`config.mk`:
```
export PLATFORM = sky130hd
export DESIGN_NAME = sram_word_ctrl_flat
export DESIGN_NICKNAME = d
export VERILOG_FILES = /design/src/rtl/sram_word_ctrl_pkg.sv /design/src/rtl/sram_word_ctrl_if.sv /design/src/rtl/sram_word_ctrl.sv /design/src/flat_wrapper.sv
export SDC_FILE = /design/constraint.sdc
export NUM_CORES = 1
export LEC_CHECK = 0
export BUFFER_PORTS_ARGS = -buffer_cell sky130_fd_sc_hd__clkbuf_2
export CAP_MARGIN = 10
export CORE_MARGIN = 2
export CORE_UTILIZATION = 56
export CTS_CLUSTER_DIAMETER = 50
export DETAILED_ROUTE_END_ITERATION = 16
export HOLD_SLACK_MARGIN = 0.05
export PLACE_DENSITY_LB_ADDON = 0.15
export SLEW_MARGIN = 20
export SYNTH_ARGS = -nofsm -noshare
export SYNTH_HDL_FRONTEND = slang
export SYNTH_SLANG_ARGS = --single-unit
```
`constraint.sdc`:
```
create_clock -name clk -period 5.9 [get_ports clk]
set_input_delay 1.18 -clock clk [delete_from_list [all_inputs] [get_ports clk]]
set_output_delay 1.18 -clock clk [all_outputs]
set_load 0.02 [all_outputs]
```
`src/rtl/sram_word_ctrl_pkg.sv`:
```
// Shared types and constants for the byte-wide external memory word sequencer.
package sram_word_ctrl_pkg;

    localparam int BYTES_PER_WORD = 4;
    localparam int IDX_W          = 2;

    typedef enum logic [1:0] {
        IDLE,
        SETUP,
        ACCESS,
        DONE
    } ctrl_state_t;

endpackage

```
`src/rtl/sram_word_ctrl_if.sv`:
```
// Core-side word request bus of sram_word_ctrl.
// SRAM_WORD_CTRL_BYTE_MASK_EN adds the be byte-enable field.
interface sram_word_ctrl_if;

    logic        req;
    logic        we;
    logic [31:0] addr;
    logic [31:0] wdata;
    logic [31:0] rdata;
    logic        busy;
    logic        done;
`ifdef SRAM_WORD_CTRL_BYTE_MASK_EN
    logic [3:0]  be;

    modport master (output req, we, addr, wdata, be, input rdata, busy, done);
    modport slave  (input req, we, addr, wdata, be, output rdata, busy, done);
`else
    modport master (output req, we, addr, wdata, input rdata, busy, done);
    modport slave  (input req, we, addr, wdata, output rdata, busy, done);
`endif

endinterface

```
`src/rtl/sram_word_ctrl.sv`:
```
// Splits one 32-bit word request into four little-endian byte accesses on an external SRAM.
// Optional SRAM_WORD_CTRL_BYTE_MASK_EN skips the write strobe for disabled bytes.
module sram_word_ctrl
    import sram_word_ctrl_pkg::*;
#(
    parameter int ADDR_W      = 19,
    parameter int WAIT_CYCLES = 2
) (
    input  logic              clk,
    input  logic              reset_n,
    sram_word_ctrl_if.slave   bus,
    output logic [ADDR_W-1:0] mem_addr,
    output logic [7:0]        mem_wdata,
    input  logic [7:0]        mem_rdata,
    output logic              mem_ce_n,
    output logic              mem_oe_n,
    output logic              mem_we_n
);

    if (WAIT_CYCLES < 1) begin : g_wait_check
        $fatal(1, "sram_word_ctrl: WAIT_CYCLES must be at least 1");
    end

    localparam int CntW = $clog2(WAIT_CYCLES + 1);
    localparam logic [IDX_W-1:0] LastIdx = IDX_W'(BYTES_PER_WORD - 1);

    ctrl_state_t        state_q, state_d;
    logic [IDX_W-1:0]   idx_q, idx_d;
    logic [CntW-1:0]    cnt_q, cnt_d;
    logic [ADDR_W-3:0]  addr_q, addr_d;
    logic               we_q, we_d;
    logic [31:0]        wdata_q, wdata_d;
    logic [31:0]        rdata_q, rdata_d;
`ifdef SRAM_WORD_CTRL_BYTE_MASK_EN
    logic [3:0]         be_q, be_d;
`endif

    logic               busy_q, busy_d;
    logic               done_q, done_d;
    logic [ADDR_W-1:0]  mem_addr_q, mem_addr_d;
    logic [7:0]         mem_wdata_q, mem_wdata_d;
    logic               ce_n_q, ce_n_d;
    logic               oe_n_q, oe_n_d;
    logic               we_n_q, we_n_d;

    // Word alignment drops addr[1:0]; bits above ADDR_W have no pins.
    logic unused_addr;
    assign unused_addr = ^{bus.addr[31:ADDR_W], bus.addr[1:0]};

    always_comb begin
        state_d = state_q;
        idx_d   = idx_q;
        cnt_d   = cnt_q;
        addr_d  = addr_q;
        we_d    = we_q;
        wdata_d = wdata_q;
        rdata_d = rdata_q;
`ifdef SRAM_WORD_CTRL_BYTE_MASK_EN
        be_d    = be_q;
`endif

        unique case (state_q)
            IDLE: begin
                if (bus.req) begin
                    addr_d  = bus.addr[ADDR_W-1:2];
                    we_d    = bus.we;
                    wdata_d = bus.wdata;
                    idx_d   = '0;
                    state_d = SETUP;
                    if (!bus.we) begin
                        rdata_d = '0;
                    end
`ifdef SRAM_WORD_CTRL_BYTE_MASK_EN
                    be_d = bus.be;
                    if (bus.we && bus.be == 4'b0000) begin
                        state_d = DONE;
                    end
`endif
                end
            end
            SETUP: begin
                cnt_d   = CntW'(WAIT_CYCLES);
                state_d = ACCESS;
`ifdef SRAM_WORD_CTRL_BYTE_MASK_EN
                // A masked write byte gets its address setup cycle but never a strobe.
                if (we_q && !be_q[idx_q]) begin
                    if (idx_q == LastIdx) begin
                        state_d = DONE;
                    end else begin
                        idx_d   = idx_q + IDX_W'(1);
                        state_d = SETUP;
                    end
                end
`endif
            end
            ACCESS: begin
                cnt_d = cnt_q - CntW'(1);
                if (cnt_q == CntW'(1)) begin
                    if (!we_q) begin
                        rdata_d[{idx_q, 3'b000} +: 8] = mem_rdata;
                    end
                    if (idx_q == LastIdx) begin
                        state_d = DONE;
                    end else begin
                        idx_d   = idx_q + IDX_W'(1);
                        state_d = SETUP;
                    end
                end
            end
            DONE: begin
                state_d = IDLE;
            end
            default: begin
                state_d = IDLE;
            end
        endcase

        // Pin outputs are decoded from the next state and registered, so they never glitch.
        busy_d      = (state_d != IDLE);
        done_d      = (state_d == DONE);
        ce_n_d      = !(state_d == SETUP || state_d == ACCESS);
        oe_n_d      = !(state_d == ACCESS && !we_d);
        we_n_d      = !(state_d == ACCESS && we_d);
        mem_addr_d  = mem_addr_q;
        mem_wdata_d = mem_wdata_q;
        if (state_d == SETUP) begin
            mem_addr_d  = {addr_d, idx_d};
            mem_wdata_d = wdata_d[{idx_d, 3'b000} +: 8];
        end
    end

    always_ff @(posedge clk) begin
        if (!reset_n) begin
            state_q     <= IDLE;
            idx_q       <= '0;
            cnt_q       <= '0;
            addr_q      <= '0;
            we_q        <= 1'b0;
            wdata_q     <= '0;
            rdata_q     <= '0;
`ifdef SRAM_WORD_CTRL_BYTE_MASK_EN
            be_q        <= '0;
`endif
            busy_q      <= 1'b0;
            done_q      <= 1'b0;
            mem_addr_q  <= '0;
            mem_wdata_q <= '0;
            ce_n_q      <= 1'b1;
            oe_n_q      <= 1'b1;
            we_n_q      <= 1'b1;
        end else begin
            state_q     <= state_d;
            idx_q       <= idx_d;
            cnt_q       <= cnt_d;
            addr_q      <= addr_d;
            we_q        <= we_d;
            wdata_q     <= wdata_d;
            rdata_q     <= rdata_d;
`ifdef SRAM_WORD_CTRL_BYTE_MASK_EN
            be_q        <= be_d;
`endif
            busy_q      <= busy_d;
            done_q      <= done_d;
            mem_addr_q  <= mem_addr_d;
            mem_wdata_q <= mem_wdata_d;
            ce_n_q      <= ce_n_d;
            oe_n_q      <= oe_n_d;
            we_n_q      <= we_n_d;
        end
    end

    assign bus.rdata = rdata_q;
    assign bus.busy  = busy_q;
    assign bus.done  = done_q;
    assign mem_addr  = mem_addr_q;
    assign mem_wdata = mem_wdata_q;
    assign mem_ce_n  = ce_n_q;
    assign mem_oe_n  = oe_n_q;
    assign mem_we_n  = we_n_q;

endmodule
```
`src/flat_wrapper.sv`:
```
// flat-port wrapper written by rule: the top's interface ports become plain ports
module sram_word_ctrl_flat import sram_word_ctrl_pkg::*;
#(
    parameter int ADDR_W      = 19,
    parameter int WAIT_CYCLES = 2
)
  (clk, reset_n, mem_addr, mem_wdata, mem_rdata, mem_ce_n, mem_oe_n, mem_we_n, bus_req, bus_we, bus_addr, bus_wdata, bus_rdata, bus_busy, bus_done);
  sram_word_ctrl_if bus_i ();
  input  logic clk;
  input  logic reset_n;
  output logic [ADDR_W-1:0] mem_addr;
  output logic [7:0] mem_wdata;
  input  logic [7:0] mem_rdata;
  output logic mem_ce_n;
  output logic mem_oe_n;
  output logic mem_we_n;
  input wire logic [$bits(bus_i.req)-1:0] bus_req;
  input wire logic [$bits(bus_i.we)-1:0] bus_we;
  input wire logic [$bits(bus_i.addr)-1:0] bus_addr;
  input wire logic [$bits(bus_i.wdata)-1:0] bus_wdata;
  output wire logic [$bits(bus_i.rdata)-1:0] bus_rdata;
  output wire logic [$bits(bus_i.busy)-1:0] bus_busy;
  output wire logic [$bits(bus_i.done)-1:0] bus_done;
  assign bus_i.req = bus_req;
  assign bus_i.we = bus_we;
  assign bus_i.addr = bus_addr;
  assign bus_i.wdata = bus_wdata;
  assign bus_rdata = bus_i.rdata;
  assign bus_busy = bus_i.busy;
  assign bus_done = bus_i.done;
  sram_word_ctrl #(.ADDR_W(ADDR_W), .WAIT_CYCLES(WAIT_CYCLES)) u_core (.clk(clk), .reset_n(reset_n), .bus(bus_i), .mem_addr(mem_addr), .mem_wdata(mem_wdata), .mem_rdata(mem_rdata), .mem_ce_n(mem_ce_n), .mem_oe_n(mem_oe_n), .mem_we_n(mem_we_n));
endmodule
```
**After elaboration in Yosys (flattened, before gate mapping)**

Index checks and enable logic that the tools add are counted.

- Add/subtract/negate cells: 3
- Multipliers: 0
- Divide/modulo/power cells: 0
- $lt $le $gt $ge: 0
- Eq/ne operators: 12
- Shifts and indexed selects: 3
- Mux-type cells: 21
- Bitwise gates (word level): 0
- Reductions and logical operators: 12

Operators with widths:

| cell | count |
|---|---|
| 32-bit two-way mux | 6 |
| 32-bit one-hot mux with 2 select lines | 1 |
| 17-bit two-way mux | 2 |
| 32-bit bitwise mux | 1 |
| 8-bit by 7-bit variable shift with 32-bit output (first input constant) | 1 |
| 32-bit by 6-bit indexed part select with 8-bit output | 1 |
| 8-bit by 7-bit indexed part select with 32-bit output | 1 |
| 2-bit two-way mux | 6 |
| 2-bit equality test (second input constant) | 5 |
| 2-bit one-hot mux with 2 select lines | 2 |
| 2-bit one-hot mux with 4 select lines | 1 |
| 5-bit negator with 7-bit output | 1 |
| 2-bit by 1-bit equality test with 1-bit output (second input constant) | 3 |
| 2-bit != test (second input constant) | 3 |
| 2-bit nonzero test | 3 |
| 5-bit AND reduction | 1 |
| 1-bit zero test | 4 |
| 2-bit by 1-bit adder with 2-bit output (second input constant) | 1 |
| 1-bit logical AND | 2 |
| 2-bit zero test | 1 |
| 1-bit two-way mux | 2 |
| 2-bit by 1-bit != test with 1-bit output (second input constant) | 1 |
| 2-bit by 1-bit subtractor with 2-bit output (second input constant) | 1 |
| 1-bit logical OR | 1 |

- Bits in registers: 120
- Latch bits: 0
- Bits in writable memories: 0
- Memory bits (read-only): 0
- Input bits: 76
- Output and inout bits: 64
- Logic and storage cells: 65
- Memories kept: 0

**Depth between registers and ports, before layout**

- Depth in word-level cells: 7
- Depth in mapped cells: 12
- Mapped depth without buffers: 9

**Least setup slack after synthesis**

OpenSTA, ideal clock, no wires.

- Kind: input port to flip-flop
- From: in bus_req
- To: reg u_core.mem_wdata_q[6], in the netlist u_core.mem_wdata[6]
- Setup time: 0.137 ns
- Arrival time: 2.468 ns
- Data required time: 5.763 ns
- Path slack: 3.296 ns
- Cell stages on the path: 9
- Buffers on the path: 2
- Path through: nor2b_1 -> nor2_1 -> o22ai_1 -> inv_1 -> ha_1 -> buf_1 -> clkbuf_1 -> o21ai_0 -> a31oi_1

- Longest elaborated chain between the ends: 3
- Elaborated cells between the ends (all ways): 8
- Classes of those cells: eq/ne: 1; shift: 1; mux: 6

RTL lines:

| element | RTL line | source |
|---|---|---|
| start, declared | flat_wrapper.sv:17 | `input wire logic [$bits(bus_i.req)-1:0] bus_req;` |
| 2-bit two-way mux | sram_word_ctrl.sv:64 | `if (bus.req) begin` |
| 2-bit one-hot mux with 4 select lines | sram_word_ctrl.sv:62 | `unique case (state_q)` |
| named net u_core.state_d[0] | sram_word_ctrl.sv:27 | `ctrl_state_t state_q, state_d;` |
| 2-bit by 1-bit equality test with 1-bit output | sram_word_ctrl.sv:126 | `if (state_d == SETUP) begin` |
| end signal, assigned | sram_word_ctrl.sv:165 | `mem_wdata_q <= mem_wdata_d;` |
| end, declared | sram_word_ctrl.sv:41 | `logic [7:0] mem_wdata_q, mem_wdata_d;` |

The timed path passes the listed nets, and every way through them passes these cells.
A chain may end at the register's enable or synchronous reset.

**Worst setup path after layout**

- From: reg u_core.state_q[0]
- To: reg u_core.mem_wdata_q[0], in the netlist u_core.mem_wdata[0]

- Longest elaborated chain between the ends: 3
- Elaborated cells between the ends (all ways): 11
- Classes of those cells: eq/ne: 4; shift: 1; mux: 5; reduce/logical: 1

RTL lines:

| element | RTL line | source |
|---|---|---|
| start, declared | sram_word_ctrl.sv:27 |  |
| start signal, assigned | sram_word_ctrl.sv:152 | `state_q <= state_d;` |
| 2-bit equality test (tied with other cells) | sram_word_ctrl.sv:62 |  |
| 2-bit one-hot mux with 2 select lines (tied with other cells) | sram_word_ctrl.sv:62 |  |
| 32-bit by 6-bit indexed part select with 8-bit output or 2-bit by 1-bit equality test with 1-bit output (tied branches) | sram_word_ctrl.sv:128, sram_word_ctrl.sv:126 |  |

Several ways; a longest one is shown, not always the timed one.

==> results.json <==
{
  "status": "complete, no violations",
  "drive_gt1_share_pct": 29.8,
  "die_area_um2": 9820,
  "cts_root_buf": "clkbuf_8",
  "fp.coreArea_um2": 8760,
  "cts_post_setup_buffers_inserted": 0,
  "final_area_um2": 6250,
  "hp-class": "register to register",
  "synth.most_common_cell": "dfxtp_1",
  "hold_depth": 2,
  "holdWs_ps": 453,
  "grt_pass1_wl_um": 19000,
  "rsz0062_at_grt": "false",
  "cp.arrival_ps": 3190,
  "grtUsageMet1_pct": 29.3,
  "p_total_mw": 3.12,
  "gp_congestion": 0.826,
  "path_class": "register to register",
  "place_area_um2": 5650,
  "fp.dieH_um": 99.1,
  "syn_to_final_growth_pct": 23.4,
  "layout.nets": 742,
  "worst_setup_path_start_kind": "register",
  "clkSinkCount": 120,
  "slew_headroom_pct": 33.8,
  "syn_inst": 546,
  "clock_tree.buffer_depth": 2,
  "post-route-period-util_pct": 48.1,
  "rows": 34,
  "irDropWorstVdd_v": 0.000265,
  "timing.critical_path.cells": "inv_1 -> ha_1 -> nand2_2 -> buf_4 -> mux2_2 -> o211ai_1 -> a31oi_1",
  "p_leak_nw": 2.71,
  "cts_inserted_buffers": 17,
  "portBuffers": 124,
  "synth_cell_types": 41,
  "synth_ff_type": "dfxtp_1",
  "synth_edf_count": 0,
  "die_w_um": 99.1,
  "met2_usage_pct": 41.7,
  "worstMarginPinSlew_ps": 992,
  "yosysTopAreaCell": "dfxtp_1",
  "setup_viol": 0,
  "synth_area_per_cell_um2": 9.27,
  "tns_ps": 0,
  "grt_busiest_layer": "met2",
  "pwr_density_cell_nw_per_um2": 500,
  "rr_worst_depth": 7,
  "io_pins": 140,
  "htree_levels": 4,
  "placed_cells": 741,
  "initial_utilization_pct": 57.8,
  "antenna_cells": 0,
  "vias": 4223,
  "hold_violations": 0,
  "max_clock_freq_mhz": 352,
  "fin_util_pct": 71.3,
  "syn-num-nets": 636,
  "grt_max_degree": 55,
  "nFillCells": 664,
  "multiInputGateArea_um2": 2440,
  "gr-total-overflow": 0,
  "seqCellArea_um2": 2400,
  "insertion_delay_ps": 510,
  "required_ps": 6250,
  "synth_common_cells": "dfxtp_1 (120), nor2_1 (70), nand2_1 (60)",
  "finalWorstSetupSlack_ps": 3060,
  "yosysWarningCount": 0,
  "slowest_delay_ps": 700,
  "fin_crit_ps": 2840,
  "first_iter_violations": 165,
  "routed_via_density": 5.46,
  "syn_area_um2": 5060,
  "grt_use_total_pct": 24.5,
  "cts_tree": "done",
  "path_clk_slew_ps": 60,
  "seq_area_frac_synth_pct": 47.4,
  "grt_pass1_vias": 4007,
  "met3_usage_pct": 7.24,
  "place_ws_ps": 2530,
  "crit_fanout": 28,
  "fin_worst_skew_ps": 7.40,
  "antenna_found_initial": 0,
  "ant_nets": 0,
  "ys_ff_latch": 120,
  "synth_top_area_share_pct": 47.4,
  "cpMaxStageDelayCell": "nand2_2",
  "cap_violations": 0,
  "drc": 0,
  "cts_hold_buf": 0,
  "ys_top_cells_by_area": "dfxtp_1 (47%), mux2i_1 (6.9%), nor2_1 (5.2%)",
  "drt_first_pass_iters": 4,
  "hpwl_um": 7900,
  "end_kind": "register",
  "slew_viol_final": 0,
  "drt-total-wl_um": 11700,
  "post_cts_resized": 0,
  "final_cells": 773,
  "wl_per_cell_um": 15.2,
  "ys_async_sr_fraction_pct": 0
}
==> cells by family after synthesis <==
| family | after synthesis | share of synthesized area [%] |
|---|---|---|
| AOI/OAI and AO/OA | 112 | 15.2 |
| buffers and inverters | 49 | 4.52 |
| muxes | 51 | 10.5 |
| adders and majority gates | 14 | 3.46 |
| and+or+nand+nor | 200 | 18.9 |
| DFF | 120 | 47.4 |
==> power by group <==
part	switching, mW	internal, mW
logic	0.683	0.392
clock network	0.376	0.658
registers	0.0579	0.958
==> flip-flops by register name (all words and copies together) (netlist names) <==
signal / count
u_core.addr_q: 17
u_core.bus.busy: 1
u_core.mem_ce_n: 1
u_core.wdata_q: 32
u_core.bus.done: 1
u_core.state_q: 2
u_core.mem_wdata: 8
u_core.bus.rdata: 32
u_core.we_q: 1
u_core.mem_we_n: 1
u_core.mem_addr: 19
u_core.idx_q: 2
u_core.cnt_q: 2
u_core.mem_oe_n: 1
==> worst max-delay path: cells and delay by family (launching register included) <==
| kind | cells | cell delay (ps) |
|---|---|---|
| compound gates | 2 | 330 |
| simple gates | 1 | 700 |
| fa+ha+maj | 1 | 340 |
| flops | 1 | 330 |
| mux | 1 | 400 |
| buf+inv | 2 | 560 |
==> layout by cell type (no fill, tap or decap), drive strengths merged, types with 4 or more instances in the layout <==
cell type,instances
a211oi,19
a21oi,26
a31oi,8
and2,25
clkbuf,143
clkinv,5
dfxtp,120
ha,14
inv,12
mux2,16
mux2i,35
nand2,60
nand2b,5
nand3,4
nor2,71
o211ai,33
o21a,9
o21ai,9
or2,24
==> metal layers <==
layer,wire length [µm],share of wire [%]
met2,5840,50
met1,4980,42
met5,0,0
met4,200,1.7
met3,715,6.1
==> path summary, 6_finish.rpt <==
path | startpoint | end | slack, ps
max | u_core.state_q[0]$_SDFF_PN0_ | u_core.mem_wdata[0]$_SDFFE_PN0N_ | 3060
min | u_core.bus.rdata[15]$_SDFFE_PN0P_ | u_core.bus.rdata[15]$_SDFFE_PN0P_ | 450
max reg2reg | u_core.state_q[0]$_SDFF_PN0_ | u_core.mem_wdata[0]$_SDFFE_PN0N_ | 3060
min reg2reg | u_core.bus.rdata[15]$_SDFFE_PN0P_ | u_core.bus.rdata[15]$_SDFFE_PN0P_ | 450
==> area by class of cell <==
cell class	instances	share of cell area [%]
multi-input combinational	377	39.0
sequential	120	38.4
timing repair buffer	126	10.2
clock buffer	19	6.91
clock inverter	13	2.72
tap	108	2.16
inverter	10	0.601
No activity file was read; power rests on OpenSTA's default activity.
